### src/rtl/irq_sync_arbiter.sv
// irq_sync_arbiter: resynchronises IRQ_N async lines, latches edge/level pending bits, offers one line index on valid/ready.
// Latency: input captured at edge 1 -> pending after edge SYN_STAGE+1, irq_valid after edge SYN_STAGE+2; at most one grant per 2 cycles.
// Backpressure: an offer holds irq_valid/irq_id until irq_ready; other lines stay pending. `define IRQ_ARB_RR_EN for round-robin, else fixed lowest-index priority.
module irq_sync_arbiter #(
  parameter int  IRQ_N     = 8,
  parameter int  SYN_STAGE = 2,
  parameter real SIM_DELAY = 1.0,
  localparam int ID_W      = (IRQ_N > 1) ? $clog2(IRQ_N) : 1
) (
  input  logic             clk,
  input  logic             rst_n,
  input  logic [IRQ_N-1:0] irq_in,
  input  logic [IRQ_N-1:0] irq_en,
  input  logic [IRQ_N-1:0] irq_edge,
  input  logic [IRQ_N-1:0] irq_clr,
  output logic [IRQ_N-1:0] irq_pending,
  output logic             irq_valid,
  output logic [ID_W-1:0]  irq_id,
  input  logic             irq_ready
);

  // Parameter sanity. SIM_DELAY is kept for interface compatibility with
  // behavioural models; register updates here are zero-delay.
  generate
    if (IRQ_N < 1 || IRQ_N > 32) begin : g_bad_irq_n
      $error("irq_sync_arbiter: IRQ_N must be 1..32");
    end
    if (SYN_STAGE < 1) begin : g_bad_syn_stage
      $error("irq_sync_arbiter: SYN_STAGE must be >= 1");
    end
    if (SIM_DELAY < 0.0) begin : g_bad_sim_delay
      $error("irq_sync_arbiter: SIM_DELAY must not be negative");
    end
  endgenerate

  typedef enum logic {
    ST_IDLE  = 1'b0,
    ST_OFFER = 1'b1
  } state_t;

  logic [IRQ_N-1:0] r_sync [SYN_STAGE];
  logic [IRQ_N-1:0] r_prev;
  logic [IRQ_N-1:0] r_pending;
  logic [ID_W-1:0]  r_id;
  state_t           r_state;

  logic [IRQ_N-1:0] w_sync;
  logic [IRQ_N-1:0] w_edge_set;
  logic [IRQ_N-1:0] w_edge_clr;
  logic [IRQ_N-1:0] w_hs_line;
  logic [IRQ_N-1:0] w_pend_nxt;
  logic [IRQ_N-1:0] w_elig;
  logic             w_any;
  logic             w_hs;
  logic             w_valid;
  logic             w_load;
  logic [ID_W-1:0]  w_win;
  state_t           w_state_nxt;

  assign w_sync = r_sync[SYN_STAGE-1];

  // Synchroniser chain per line plus the previous-value flop used for edge detection.
  always_ff @(posedge clk or negedge rst_n) begin
    if (!rst_n) begin
      for (int k = 0; k < SYN_STAGE; k++) begin
        r_sync[k] <= '0;
      end
      r_prev <= '0;
    end else begin
      r_sync[0] <= irq_in;
      for (int k = 1; k < SYN_STAGE; k++) begin
        r_sync[k] <= r_sync[k-1];
      end
      r_prev <= w_sync;
    end
  end

  // One-hot of the line whose offer completes this cycle.
  always_comb begin
    w_hs_line = '0;
    if (w_hs) begin
      w_hs_line[r_id] = 1'b1;
    end
  end

  // Edge lines: set beats clear. Level lines simply track the qualified sync value.
  assign w_edge_set = w_sync & ~r_prev & irq_en;
  assign w_edge_clr = irq_clr | w_hs_line;
  assign w_pend_nxt = (irq_edge & (w_edge_set | (r_pending & ~w_edge_clr)))
                    | (~irq_edge & w_sync & irq_en);

  // Pending register.
  always_ff @(posedge clk or negedge rst_n) begin
    if (!rst_n) begin
      r_pending <= '0;
    end else begin
      r_pending <= w_pend_nxt;
    end
  end

  assign w_elig = r_pending & irq_en;
  assign w_any  = |w_elig;
  assign w_hs   = w_valid & irq_ready;

`ifdef IRQ_ARB_RR_EN
  logic [ID_W-1:0] r_last;
  int              w_best;

  // Round-robin pick: eligible line with the smallest forward distance from r_last+1.
  always_comb begin
    w_win  = '0;
    w_best = IRQ_N;
    for (int j = 0; j < IRQ_N; j++) begin
      if (w_elig[j] && (((j + IRQ_N - 1 - int'(r_last)) % IRQ_N) < w_best)) begin
        w_best = (j + IRQ_N - 1 - int'(r_last)) % IRQ_N;
        w_win  = ID_W'(j);
      end
    end
  end

  // Last-grant pointer advances only on a completed handshake.
  always_ff @(posedge clk or negedge rst_n) begin
    if (!rst_n) begin
      r_last <= '0;
    end else if (w_hs) begin
      r_last <= r_id;
    end
  end
`else
  // Fixed priority pick: scan downward so the lowest eligible index is written last.
  always_comb begin
    w_win = '0;
    for (int j = IRQ_N - 1; j >= 0; j--) begin
      if (w_elig[j]) begin
        w_win = ID_W'(j);
      end
    end
  end
`endif

  // Offer FSM state register.
  always_ff @(posedge clk or negedge rst_n) begin
    if (!rst_n) begin
      r_state <= ST_IDLE;
    end else begin
      r_state <= w_state_nxt;
    end
  end

  // Offer FSM next state: once offering, only a handshake leaves OFFER.
  always_comb begin
    w_state_nxt = r_state;
    w_load      = 1'b0;
    w_valid     = 1'b0;
    case (r_state)
      ST_IDLE: begin
        if (w_any) begin
          w_load      = 1'b1;
          w_state_nxt = ST_OFFER;
        end
      end
      ST_OFFER: begin
        w_valid = 1'b1;
        if (irq_ready) begin
          w_state_nxt = ST_IDLE;
        end
      end
    endcase
  end

  // Offered ID is captured when leaving IDLE and held for the whole offer.
  always_ff @(posedge clk or negedge rst_n) begin
    if (!rst_n) begin
      r_id <= '0;
    end else if (w_load) begin
      r_id <= w_win;
    end
  end

  assign irq_pending = r_pending;
  assign irq_valid   = w_valid;
  assign irq_id      = r_id;

endmodule

### config.mk
export PLATFORM = sky130hd
export DESIGN_NAME = irq_sync_arbiter
export DESIGN_NICKNAME = d
export VERILOG_FILES = /design/src/rtl/irq_sync_arbiter.sv
export SDC_FILE = /design/constraint.sdc
export NUM_CORES = 1
export LEC_CHECK = 0
export ABC_AREA = 1
export BUFFER_PORTS_ARGS = -buffer_cell sky130_fd_sc_hd__buf_2
export CAP_MARGIN = 20
export CORE_MARGIN = 2
export CORE_UTILIZATION = 54
export CTS_BUF_LIST = sky130_fd_sc_hd__clkbuf_8
export DETAILED_ROUTE_END_ITERATION = 10
export HOLD_SLACK_MARGIN = 0.03
export PLACE_DENSITY = 0.83
export SETUP_SLACK_MARGIN = 0.05
export SYNTH_ARGS = -nofsm -noshare
export SYNTH_HDL_FRONTEND = slang
export SYNTH_SLANG_ARGS = --single-unit
### constraint.sdc
create_clock -name clk -period 1.48 [get_ports clk]
set_input_delay 0.074 -clock clk [delete_from_list [all_inputs] [get_ports clk]]
set_output_delay 0.074 -clock clk [all_outputs]
set_load 0.03 [all_outputs]
==> run metrics <==
die width 53.61 um; I/O Pins 47; most common cell after layout, fill and taps aside buf_2; min-delay src irq_en[2]; drt drc 0; Slew Limit Headroom 71.13%; CTS resizes 0; Final Non-Filler Cells 222; post-synth top area cell dfrtp_1; CTS tree done; Final Hold Vio Count 0; Arrival @ worst endpoint 1340 ps; chain of cells forming the critical path nand2_1 -> nand2_1 -> nor2_2 -> nand2_2 -> nand2_4 -> nand3b_1 -> nand2_1; Comb power frac 23.7%; GRT Max-Usage Layer met2; most used cell, CP nand2_1; Detail Route Antenna Nets 0; register area share after synthesis 67.80%; YS warnings 0; Seq cells post-synth 36; drt total wl 2756 um; total grt overflow 0; initial antenna violation count 0; Final TNS setup 0 ps; core area 2276 sq um; Tmin final 1166 ps; Pre-antenna DRT Iters 4; Max Cap Viol 0; final worst slack 313.6 ps; Yosys top cell area share 67.80%; buffer levels on the longest clock path 2; M3 GR Usage 5.278%; Slew @ Worst Pin 433.0 ps; crit start category flop; Bufs and invs on worst path 0; Clk network pwr share 26.2%; CP Capture Type flop; hpwl dp 2091 um; type of the worst setup path reg2reg; worst vdd ir 1195 uV; total clock sinks 36; CTS root buf clkbuf_8; switching part of the total 32.77%; Antenna Diode Count 0; Placed Cells 205; Hold Path Class in2reg; Clk pin slew, worst setup/hold paths 70 ps; Starting Density 58.38%; die height 53.61 um; port buffer count 46; Clk Latency, worst-skew pair 280 ps; pwr dens 1323 nW/um^2; Mapped Area 1329 sq um; Sequential Power Share 50.1%; Yosys cell types 14; Final Wtd Congestion 0.9769; num rows 17; most frequent cells in the layout buf_2, nand2_1, dfrtp_1; outcome finished, final reports clean; grt met2 use 42.80%; Top delay family on crit path simple AND/OR/NAND/NOR gates; drt via density 4.964; RSZ-0062 raised after global routing no; Initial DRC Count 14; Sw Pwr 0.0007765 W; P_leak 0.9821 nW; first-pass GRT wire length 4650 um; f_max 857.3 MHz; FF-to-FF setup slack 310 ps; Mapped Nets 165; FF-to-FF path depth 7; Final Util 78.72%; CTS Buf Count 5; syn avg cell area 10.22 sq um; share of post-route cells with drive strength above 1 31.96%; CP Depth 7; CP Max Fanout 5; Internal 0.001593 W; Setup crit start irq_pending[3]$_DFF_PN0_; Hold Path Stages 3; fill count 147; Synth area leaders dfrtp_1, nand2_1, inv_1; Pins Over Slew Limit 0; largest net degree at the start of global routing 20; wire per inst 12.41 um; area of the multi-input gates 375.4 sq um; Syn Inst Count 130; Vias 1102; Area Growth Syn to Fin 34.84%; r2r startpoint irq_pending[3]$_DFF_PN0_; Die Area 2874 sq um; FF/Latch Area 900.9 sq um; Tcrit/Tclk final 78.81%; grt met1 use 26.14%; Worst EP required 1660 ps; H-tree levels 2; Fin Clk Skew 8.532 ps; pre-CTS setup slack 328.6 ps; nets@finish 229; gr usage total 24.03%; CP max stage delay 400 ps; CP max stage cell dfrtp_1; Setup Viol. Count Final 0; vias in the first global route 1128
[power groups by stage]
| stage | Combinational, W | Sequential [W] | Clock [W] |
|---|---|---|---|
| 6_report | 0.000563 | 0.00119 | 0.000621 |
| 5_1_grt | 0.000624 | 0.00120 | 0.000683 |
| 2_1_floorplan | 0.000213 | 0.00132 | 0 |
| 4_1_cts | 0.000567 | 0.00118 | 0.000635 |
| 3_3_place_gp | 0.000528 | 0.00119 | 0 |
| 3_5_place_dp | 0.000544 | 0.00120 | 0 |
[through the flow]
step	power [W]	hold slack [ps]	cell area (sq um)
detailed placement	0.001745	37.69	1614
floorplan	0.001532	-221.6	1329
global placement	0.001723	25.55	1614
finish	0.002370	43.80	1792
global route	0.002510	43.10	1792
CTS	0.002387	36.03	1792
[timing repair]
item,CTS,global route
buffers inserted,0,0
hold buffers,10,0
hold endpoints to repair,27,0
[flip-flops by register name, summed over array words and instances, names as in the netlist]
| signal | flops |
|---|---|
| r_prev | 8 |
| r_state | 1 |
| irq_id | 3 |
| irq_pending | 8 |
| r_sync | 8 |
| w_sync | 8 |
[Yosys cell counts]
library cell  count
nor2_2            2
dfrtp_1          36
nand2_4           1
nand2_1          41
nor3_1            2
o21ai_0           4
o21a_1            1
nor2_1            6
nand3_1           9
a31o_2            1
nand4_1           6
nand2_2           5
nand3b_1          2
inv_1            14
[kinds of logic (layout without fill, tap and decap cells)]
family | Yosys count | after routing | synth area share (%)
simple gates | 74 | 74 | 25.52
flops | 36 | 36 | 67.80
buf+inv | 14 | 78 | 3.955
compound gates | 6 | 6 | 2.731
[worst min-delay path, delay by kind of cell]
family,cells,cell delay (ps)
buf+inv,1,90
simple gates,2,130
[metal layers]
layer  wire [um]  vias up  part of all wire, %
met5           0        -                    0
met1        1045      514                   38
met4          57        0                  2.1
met3         163        8                  5.9
met2        1490       37                   54
li1            -      543                    -
[final cells by class]
class                           instances  area share, %
Sequential cell                        36          50.28
Timing Repair Buffer                   57          19.55
Tap cell                               28          1.955
Inverter                               14          2.933
Clock inverter                          2         0.4888
Multi-Input combinational cell         80          20.95
Clock buffer                            5          3.841
[path summary, 6_finish.rpt]
check                                                 to
worst max-delay path               irq_id[1]$_DFFE_PN0P_
worst min-delay path            irq_pending[2]$_DFF_PN0_
worst max register to register     irq_id[1]$_DFFE_PN0P_
worst min register to register       w_sync[7]$_DFF_PN0_
max in group asynchronous            w_sync[4]$_DFF_PN0_
min in group asynchronous           r_sync[11]$_DFF_PN0_
Note: power is estimated with default switching activity, not from simulation.
